## src/rtl/mdb_pkg.sv

```systemverilog
`default_nettype none
// ============================================================================
//  Module      : mdb_pkg
//  Description : Shared definitions for the multi-drop bus master: destination
//                codes, controller state encoding, the request record layout
//                and the destination-to-enable decode.
//  Revision    : 1.0  initial release
// ============================================================================
package mdb_pkg;

  localparam logic [1:0] DEST_A       = 2'd0;
  localparam logic [1:0] DEST_B       = 2'd1;
  localparam logic [1:0] DEST_C       = 2'd2;
  localparam logic [1:0] DEST_INVALID = 2'd3;

  typedef enum logic [1:0] {
    IDLE = 2'd0,
    SEND = 2'd1,
    GAP  = 2'd2
  } state_e;

  // Request record at the default payload width. The FIFO stores the same
  // layout, {dest, data}, generalised to the master's DW.
  localparam int REQ_DW = 8;

  typedef struct packed {
    logic [1:0]        dest;
    logic [REQ_DW-1:0] data;
  } req_t;

  // One-hot {enc, enb, ena}; the invalid code maps to no enable at all.
  function automatic logic [2:0] dest_onehot(input logic [1:0] dest);
    case (dest)
      DEST_A:  return 3'b001;
      DEST_B:  return 3'b010;
      DEST_C:  return 3'b100;
      default: return 3'b000;
    endcase
  endfunction

endpackage
`default_nettype wire

```

## src/rtl/mdb_req_fifo.sv

```systemverilog
`default_nettype none
// ============================================================================
//  Module      : mdb_req_fifo
//  Description : Synchronous first-word-fall-through request FIFO.
//                Ports: clk, rst (sync, active-high); push/wdata write side;
//                pop/rdata read side (rdata is the current head); full,
//                empty and level (0..DEPTH) status.
//                Push is ignored while full, pop is ignored while empty.
//  Revision    : 1.0  initial release
// ============================================================================
module mdb_req_fifo #(
  parameter int DEPTH = 4,
  parameter int W     = 10
) (
  input  logic                     clk,
  input  logic                     rst,
  input  logic                     push,
  input  logic [W-1:0]             wdata,
  input  logic                     pop,
  output logic [W-1:0]             rdata,
  output logic                     full,
  output logic                     empty,
  output logic [$clog2(DEPTH):0]   level
);

  localparam int AW = $clog2(DEPTH);

  logic [W-1:0]  mem [DEPTH];
  logic [AW-1:0] wr_ptr;
  logic [AW-1:0] rd_ptr;
  logic          push_en;
  logic          pop_en;

  assign full    = (level == (AW+1)'(DEPTH));
  assign empty   = (level == '0);
  assign push_en = push && !full;
  assign pop_en  = pop && !empty;
  assign rdata   = mem[rd_ptr];

  // Storage carries no reset; stale entries are unreachable once the
  // pointers and level are cleared.
  always_ff @(posedge clk) begin
    if (push_en) begin
      mem[wr_ptr] <= wdata;
    end
  end

  // DEPTH is a power of two, so the pointers wrap naturally.
  always_ff @(posedge clk) begin
    if (rst) begin
      wr_ptr <= '0;
      rd_ptr <= '0;
      level  <= '0;
    end else begin
      if (push_en) begin
        wr_ptr <= wr_ptr + 1'b1;
      end
      if (pop_en) begin
        rd_ptr <= rd_ptr + 1'b1;
      end
      case ({push_en, pop_en})
        2'b10:   level <= level + 1'b1;
        2'b01:   level <= level - 1'b1;
        default: level <= level;
      endcase
    end
  end

endmodule
`default_nettype wire

```

## src/rtl/multi_drop_master.sv

```systemverilog
`default_nettype none
// ============================================================================
//  Module      : multi_drop_master
//  Description : Upstream driver for the multi-drop bus. Buffers write
//                requests in a FIFO and issues each as one bus cycle with a
//                single drop enable, enforcing GAP_CYCLES idle cycles between
//                transfers.
//                Ports: clk, rst (sync, active-high);
//                in_valid/in_ready/in_dest/in_data request handshake;
//                bus, ena, enb, enc registered bus outputs;
//                busy, err_dest (one-cycle pulse), level (FIFO occupancy).
//  Revision    : 1.0  initial release
// ============================================================================
module multi_drop_master
  import mdb_pkg::*;
#(
  parameter int DEPTH      = 4,
  parameter int GAP_CYCLES = 0,
  parameter int DW         = 8
) (
  input  logic                   clk,
  input  logic                   rst,
  input  logic                   in_valid,
  output logic                   in_ready,
  input  logic [1:0]             in_dest,
  input  logic [DW-1:0]          in_data,
  output logic [DW-1:0]          bus,
  output logic                   ena,
  output logic                   enb,
  output logic                   enc,
  output logic                   busy,
  output logic                   err_dest,
  output logic [$clog2(DEPTH):0] level
);

  localparam logic [1:0] ST_IDLE = IDLE;
  localparam logic [1:0] ST_SEND = SEND;
  localparam logic [1:0] ST_GAP  = GAP;

  // Counter holds at most GAP_CYCLES-1.
  localparam int CW = (GAP_CYCLES > 1) ? $clog2(GAP_CYCLES) : 1;

  logic [1:0]    state;
  logic [CW-1:0] gap_cnt;
  logic [2:0]    en;
  logic          full;
  logic          empty;
  logic          accept;
  logic          push;
  logic          pop;
  logic [DW+1:0] head;
  logic [1:0]    head_dest;
  logic [DW-1:0] head_data;

  assign in_ready  = !full;
  assign accept    = in_valid && in_ready;
  assign push      = accept && (in_dest != DEST_INVALID);
  assign head_dest = head[DW+1:DW];
  assign head_data = head[DW-1:0];
  assign busy      = !empty || (state != ST_IDLE);
  assign ena       = en[0];
  assign enb       = en[1];
  assign enc       = en[2];

  mdb_req_fifo #(
    .DEPTH (DEPTH),
    .W     (DW + 2)
  ) u_fifo (
    .clk   (clk),
    .rst   (rst),
    .push  (push),
    .wdata ({in_dest, in_data}),
    .pop   (pop),
    .rdata (head),
    .full  (full),
    .empty (empty),
    .level (level)
  );

  // The last gap cycle also makes the IDLE decision, so a waiting request
  // launches with exactly GAP_CYCLES idle cycles after the previous one.
  always_comb begin
    pop = 1'b0;
    case (state)
      ST_IDLE: pop = !empty;
      ST_SEND: pop = (GAP_CYCLES == 0) && !empty;
      ST_GAP:  pop = (gap_cnt == '0) && !empty;
      default: pop = 1'b0;
    endcase
  end

  always_ff @(posedge clk) begin
    if (rst) begin
      state    <= ST_IDLE;
      gap_cnt  <= '0;
      bus      <= '0;
      en       <= 3'b000;
      err_dest <= 1'b0;
    end else begin
      err_dest <= accept && (in_dest == DEST_INVALID);

      // Enables are single-cycle; bus only moves when a new entry launches.
      en <= 3'b000;
      if (pop) begin
        bus <= head_data;
        en  <= dest_onehot(head_dest);
      end

      case (state)
        ST_IDLE: begin
          if (pop) begin
            state <= ST_SEND;
          end
        end
        ST_SEND: begin
          if (GAP_CYCLES == 0) begin
            if (!pop) begin
              state <= ST_IDLE;
            end
          end else begin
            state   <= ST_GAP;
            gap_cnt <= CW'(GAP_CYCLES - 1);
          end
        end
        ST_GAP: begin
          if (gap_cnt == '0) begin
            state <= pop ? ST_SEND : ST_IDLE;
          end else begin
            gap_cnt <= gap_cnt - 1'b1;
          end
        end
        default: state <= ST_IDLE;
      endcase
    end
  end

endmodule
`default_nettype wire

```

## config.mk

```make
export PLATFORM = sky130hd
export DESIGN_NAME = multi_drop_master
export DESIGN_NICKNAME = d
export VERILOG_FILES = /design/src/rtl/mdb_pkg.sv /design/src/rtl/mdb_req_fifo.sv /design/src/rtl/multi_drop_master.sv
export SDC_FILE = /design/constraint.sdc
export NUM_CORES = 1
export LEC_CHECK = 0
export ABC_AREA = 1
export CAP_MARGIN = 5
export CORE_MARGIN = 3
export CORE_UTILIZATION = 52
export CTS_BUF_LIST = sky130_fd_sc_hd__clkbuf_8
export DETAILED_ROUTE_END_ITERATION = 8
export PLACE_DENSITY = 0.9
export SLEW_MARGIN = 10
export SYNTH_ARGS = -nofsm -noshare
export SYNTH_HDL_FRONTEND = slang
export SYNTH_SLANG_ARGS = --single-unit
```

## constraint.sdc

```tcl
create_clock -name clk -period 1.5 [get_ports clk]
set_input_delay 0.15 -clock clk [delete_from_list [all_inputs] [get_ports clk]]
set_output_delay 0.15 -clock clk [all_outputs]
set_load 0.01 [all_outputs]
```

* Yosys cells after proc, flatten, opt, wreduce, memory -nomap -nowiden *
Memory sizes are Yosys's and may differ from the RTL's. A register that Yosys moved wholly into a read port is not among the register bits.
Index checks and enable logic that the tools add are counted.

word-level totals
  bits in writable memories = 40
  memories = 1
  bits in registers = 22

memory list
  memory      words  width  read ports  clocked after Yosys merged registers in  write ports  RTL line            source
  u_fifo.mem  4      10     1           1                                        1            mdb_req_fifo.sv:28  logic [W-1:0] mem [DEPTH];

operators by class
  $add $sub $neg = 5
  reductions and logical operators = 17
  bitwise logic cells = 2
  mux-type cells = 13
  equality and inequality tests = 12

operators with widths
  operator                                                               count
  2-bit two-way mux                                                      5
  3-bit case mux with 3 select lines                                     1
  2-bit equality test, second input constant                             4
  2-bit != test, second input constant                                   4
  2-bit by 1-bit equality test with 1-bit output, second input constant  3
  1-bit logical AND                                                      6
  2-bit case mux with 3 select lines                                     1
  3-bit case mux with 2 select lines                                     1
  2-bit by 1-bit adder with 2-bit output, second input constant          2
  2-bit zero test                                                        2
  1-bit two-way mux                                                      4
  2-bit nonzero test                                                     2
  2-bit OR reduction                                                     2
  3-bit by 1-bit adder with 3-bit output, second input constant          1
  3-bit equality test, second input constant                             1
  3-bit zero test                                                        1
  3-bit AND reduction                                                    1
  3-bit by 1-bit subtractor with 3-bit output, second input constant     1
  1-bit zero test                                                        2
  1-bit inverter                                                         2
  1-bit case mux with 2 select lines                                     1
  1-bit logical OR                                                       1
  1-bit subtractor, second input constant                                1

* Logic depth before layout (Yosys ltp) *
Gate-level depths: netlist (run 1).

  depth in word-level cells = 7
  depth in mapped cells = 9
  depth with buffers taken out = 9

* Modules after synthesis *
Synthesis (run 1) repeated with hierarchy kept, for this count alone.

second synthesis, totals
  cell total of the unflattened synthesis = 245
  area total of the unflattened synthesis = 2549.9 um^2

by module, submodules not included
  module             area an instance (um^2)  sequential area each (um^2)  times used  cells an instance
  mdb_req_fifo       2013.2                   1381.3                       1           167
  multi_drop_master  536.8                    260.2                        1           78

* Worst setup path after synthesis (run 1) *
Ideal clock, no wire load.

  path type = flip-flop to flip-flop
  start = register u_fifo.level[0]
  end = memory u_fifo.mem[0][0], enable pin
  path buffers = 1
  period minus slack after synthesis = 1659 ps
  required time = 1124 ps
  library setup time = 376 ps
  arrival = 1282 ps
  path slack = -159 ps
  cell stages (with the launch flop) = 6
  cells stage by stage = dfxtp_1 nor2_4 nand2_4 nand3_4 buf_6 nor2_1

between the ends
  word-level cells in the longest chain between the ends = 7

ends and longest elaborated chain
  item                                       RTL line                 source
  start: declaration                         mdb_req_fifo.sv:23       output logic [$clog2(DEPTH):0] level
  start signal: assignment                   mdb_req_fifo.sv:62       2'b10: level <= level + 1'b1;
  start signal: assignment                   mdb_req_fifo.sv:63       2'b01: level <= level - 1'b1;
  start signal: assignment                   mdb_req_fifo.sv:64       default: level <= level;
  3-bit equality test *                      mdb_req_fifo.sv:34       assign full = (level == (AW+1)'(DEPTH));
  1-bit zero test *                          multi_drop_master.sv:55  assign in_ready = !full;
  via in_ready                               multi_drop_master.sv:24  output logic in_ready,
  1-bit logical AND                          multi_drop_master.sv:56  assign accept = in_valid && in_ready;
  1-bit logical AND                          multi_drop_master.sv:57  assign push = accept && (in_dest != DEST_INVALID);
  1-bit logical AND *                        mdb_req_fifo.sv:36       assign push_en = push && !full;
  1-bit two-way mux *                        mdb_req_fifo.sv:43       if (push_en) begin
  1-bit two-way mux (implied by the code) *  mdb_req_fifo.sv:44       mem[wr_ptr] <= wdata;
  end: declaration                           mdb_req_fifo.sv:28

The timed path passes the listed nets; every way through them passes the cells marked *.

* Worst setup path in the final report (run 1) *
  start = register u_fifo.level[1]
  end = register u_fifo.level[1]

between the ends
  word-level cells in the longest chain between the ends = 7
  elaborated cells on any way between the ends = 16

ends and longest elaborated chain
  item                                                                                   RTL line                                          source
  3-bit zero test or 3-bit equality test (tied branches)                                 mdb_req_fifo.sv:35, mdb_req_fifo.sv:34
  1-bit zero test (on tied branches)                                                     n/a
  1-bit logical AND (on tied branches)                                                   multi_drop_master.sv:87, multi_drop_master.sv:56
  1-bit case mux with 2 select lines or 1-bit logical AND (tied branches)                multi_drop_master.sv:84, multi_drop_master.sv:57
  1-bit logical AND (on tied branches)                                                   mdb_req_fifo.sv:37, mdb_req_fifo.sv:36
  2-bit by 1-bit equality test with 1-bit output or 2-bit equality test (tied branches)  mdb_req_fifo.sv:61                                case ({push_en, pop_en})
  3-bit case mux with 2 select lines or 2-bit nonzero test (tied branches)               n/a

Parallel ways exist; a longest one is shown, timed or not.
A chain may end at the register's enable or synchronous reset.

==> run metrics, run 1 <==
Die X around 76 microns; DRT iter0 DRCs 131; hold path endpoint u_fifo.mem[1][2]; Mapped Cells ~230; Slew headroom 0.738; Synth top area share 0.476; Seq/Total Area, Yosys 0.651; VDD IR max between 1000 and 1500 uV; initial core utilization 0.560; flops & latches, synth 62; Die H approximately 76 microns; ratio of cells with drive above 1 in the final layout 0.205; Layout area overhead 26.6%; CP startpoint kind flop; f_max approximately 660 MHz; Final Skew 0.00755 ns; Detail Placement HPWL 3560 microns; most frequent cells in the layout edfxtp_1, nor2_1, o21ai_0, buf_4, clkdlybuf4s50_1; unrepaired setup endpoints after global routing true; Ys Warns 0; Synth Area per Inst approximately 11 sq um; antenna diode count 0; Slew @ Worst Pin a little under 0.4 ns; mapped cell area between 2000 and 3000 sq um; Hold Path Cell Cnt 1; Worst R2R Path Depth 8; clk sink count 62; cell row count 24; Syn Nets between 200 and 250; Final TNS setup -0.00406 ns; clock slew at reported path FFs roughly 0.060 ns; drt via density about 5.3; routability cong. between 0.8 and 0.9; cts bufs inserted 9; total wire length approximately 5200 microns; Max Slew Vio Count 0; Hold Crit Start in_data[2]; global-route wire length before repair around 8500 microns; worst path cell trace nor2_4 > nand2_4 > nand3_4 > nand2_4 > fa_2 > inv_2 > nand3_2 > a21oi_2; commonest non-fill, non-tap cell in the layout edfxtp_1; wire per inst 15.2 microns; r2r startpoint u_fifo.level[1]; R2R Setup Slk -0.004 ns; top fanout value on the critical path 4; vias post-DR about 1800; FILL cells 321; I/O pins 30; worst setup path startpoint u_fifo.level[1]; largest area contributor in the netlist edfxtp_1; Max Cap Viol 0; top_reg_cell synth edfxtp_1; Longest Clk Path Bufs 2; grt ovf 0; vias in the first global route about 1800; CP Capture Type flop; GR Util All Layers 0.210; outcome complete, but fails checks; slowest CP cell fa_2; largest net degree at the start of global routing 20; multi-input logic area 722 sq um; critical path class reg2reg; setup violators final 1; Hold WC Path Type in2reg; Inst Count DP between 300 and 400; Final ANT Viol Nets 0; Unique masters post-synth 26; leakage power approximately 1.3 nW; WP data required approximately 1.7 ns; Power Dens Cells between 1500 and 2000 nW/um^2; Non-Filler Instances 344; DRC 0; Worst Slack Setup Final -0.00406 ns; Layout Nets about 300; Worst Path Arrival roughly 1.7 ns; violated checks negative setup slack; number of flops mapped to enable cells by yosys 40; minimum clock period roughly 1.5 ns; fraction of registers with async set/reset 0; H-tree depth 3; CP max stage delay roughly 0.52 ns; Tcrit/Tclk final 1.00; clock root buffer clkbuf_8; R2R Path End u_fifo.level[1]; design area ~3200 sq um; CTS tree yes; core area around 4500 sq um; DIE AREA ~5700 sq um; initial antenna violation count 0; Worst-Skew Late Latency about 0.34 ns; Top cell by count, worst path nand2_4; TritonRoute pass-1 iters 4; total power between 5 and 6 mW; Placed Area about 3000 sq um; final hold vios 0; register area 1650 sq um; Synth area leaders edfxtp_1, dfxtp_1, nor2_1; cts hold-fix bufs 0; IO buf count 29
==> routing by layer <==
layer	part of all wire	track usage
met1	0.38	0.237
met2	0.52	0.358
met4	0.024	0.0796
met5	0	0
met3	0.072	0.0831
==> flip-flops by register name, indices dropped and copies added (netlist names), named ones only <==
signal / flops
u_fifo.wr_ptr: 2
u_fifo.level: 3
u_fifo.rd_ptr: 2
err_dest: 1
state: 1
u_fifo.mem: 40
bus: 8
en: 3
==> area by class of cell <==
class,count,area share
flip-flops and latches,62,0.516
multi-input cells,130,0.226
repair buffers,56,0.153
clock buffers,10,0.0431
inverters,28,0.0329
well taps,52,0.0204
clock inverters,6,0.00862
==> timing repair <==
action | CTS | global route
setup buffers | 2 | 2
endpoints found under the setup margin | 4 | 4
gates cloned | 0 | 0
pin swaps | 2 | 4
gates resized for setup | 10 | 4
==> synthesized netlist by cell type (3+ instances only) <==
master and count:
nand3_1 4, o21ai_0 27, buf_2 4, nor2_1 37, o21bai_1 8, nand2_1 16
edfxtp_1 40, ha_1 5, o21ai_1 11, nand4_1 4, a21oi_1 6, buf_6 3
inv_1 25, inv_2 3, dfxtp_1 22
==> stage by stage <==
step	hold slack, ns	util	setup slack [ns]
3_3_place_gp	0.422	0.663	-0.200
4_1_cts	0.434	0.703	-0.0137
2_1_floorplan	0.205	-	-0.145
6_report	0.446	0.709	-0.00406
5_1_grt	0.441	0.709	-0.0500
3_5_place_dp	0.464	0.663	-0.235
==> worst max path at each step <==
stage | slack (ns) | depth (start not counted) | to
6_report | -0.004 | 8 | u_fifo.level[1]
5_1_grt | -0.05 | 8 | u_fifo.level[1]
4_1_cts | -0.01 | 8 | u_fifo.level[1]
3_5_place_dp | -0.23 | 8 | u_fifo.level[1]
3_3_place_gp | -0.20 | 8 | u_fifo.level[1]
2_1_floorplan | -0.14 | 5 | u_fifo.mem[0][0]
==> where the power goes <==
group	switching (mW)	internal, mW
Clock	0.589	0.619
Combinational	1.27	0.992
Sequential	0.182	2.13
Total	2.04	3.74
==> worst max-delay path, delay by kind of cell (launching register included) <==
family,cells,cell delay [ns]
buffers and inverters,1,0.03
flip-flops,1,0.33
AND/OR/NAND/NOR,5,0.47
AO/OA/AOI/OAI,1,0.05
adder cells (fa/ha/maj),1,0.52
==> logic make-up (layout without fill, tap and decap cells) <==
group / after synthesis / in the layout / share of synthesized area
fa+ha+maj: 6 / 6 / 0.0327
xor+xnor: 1 / 1 / 0.00347
flops: 62 / 62 / 0.651
buf+inv: 37 / 100 / 0.0689
simple gates: 69 / 69 / 0.126
compound gates: 54 / 54 / 0.118
Power figures use the tool's default switching activity.
==> inputs of run 2 (changes only) <==
- ABC_CLOCK_PERIOD_IN_PS: unset -> 1500
==> results of run 2 <==
The final DEF is identical to that of run 1; final timing and power are the same.
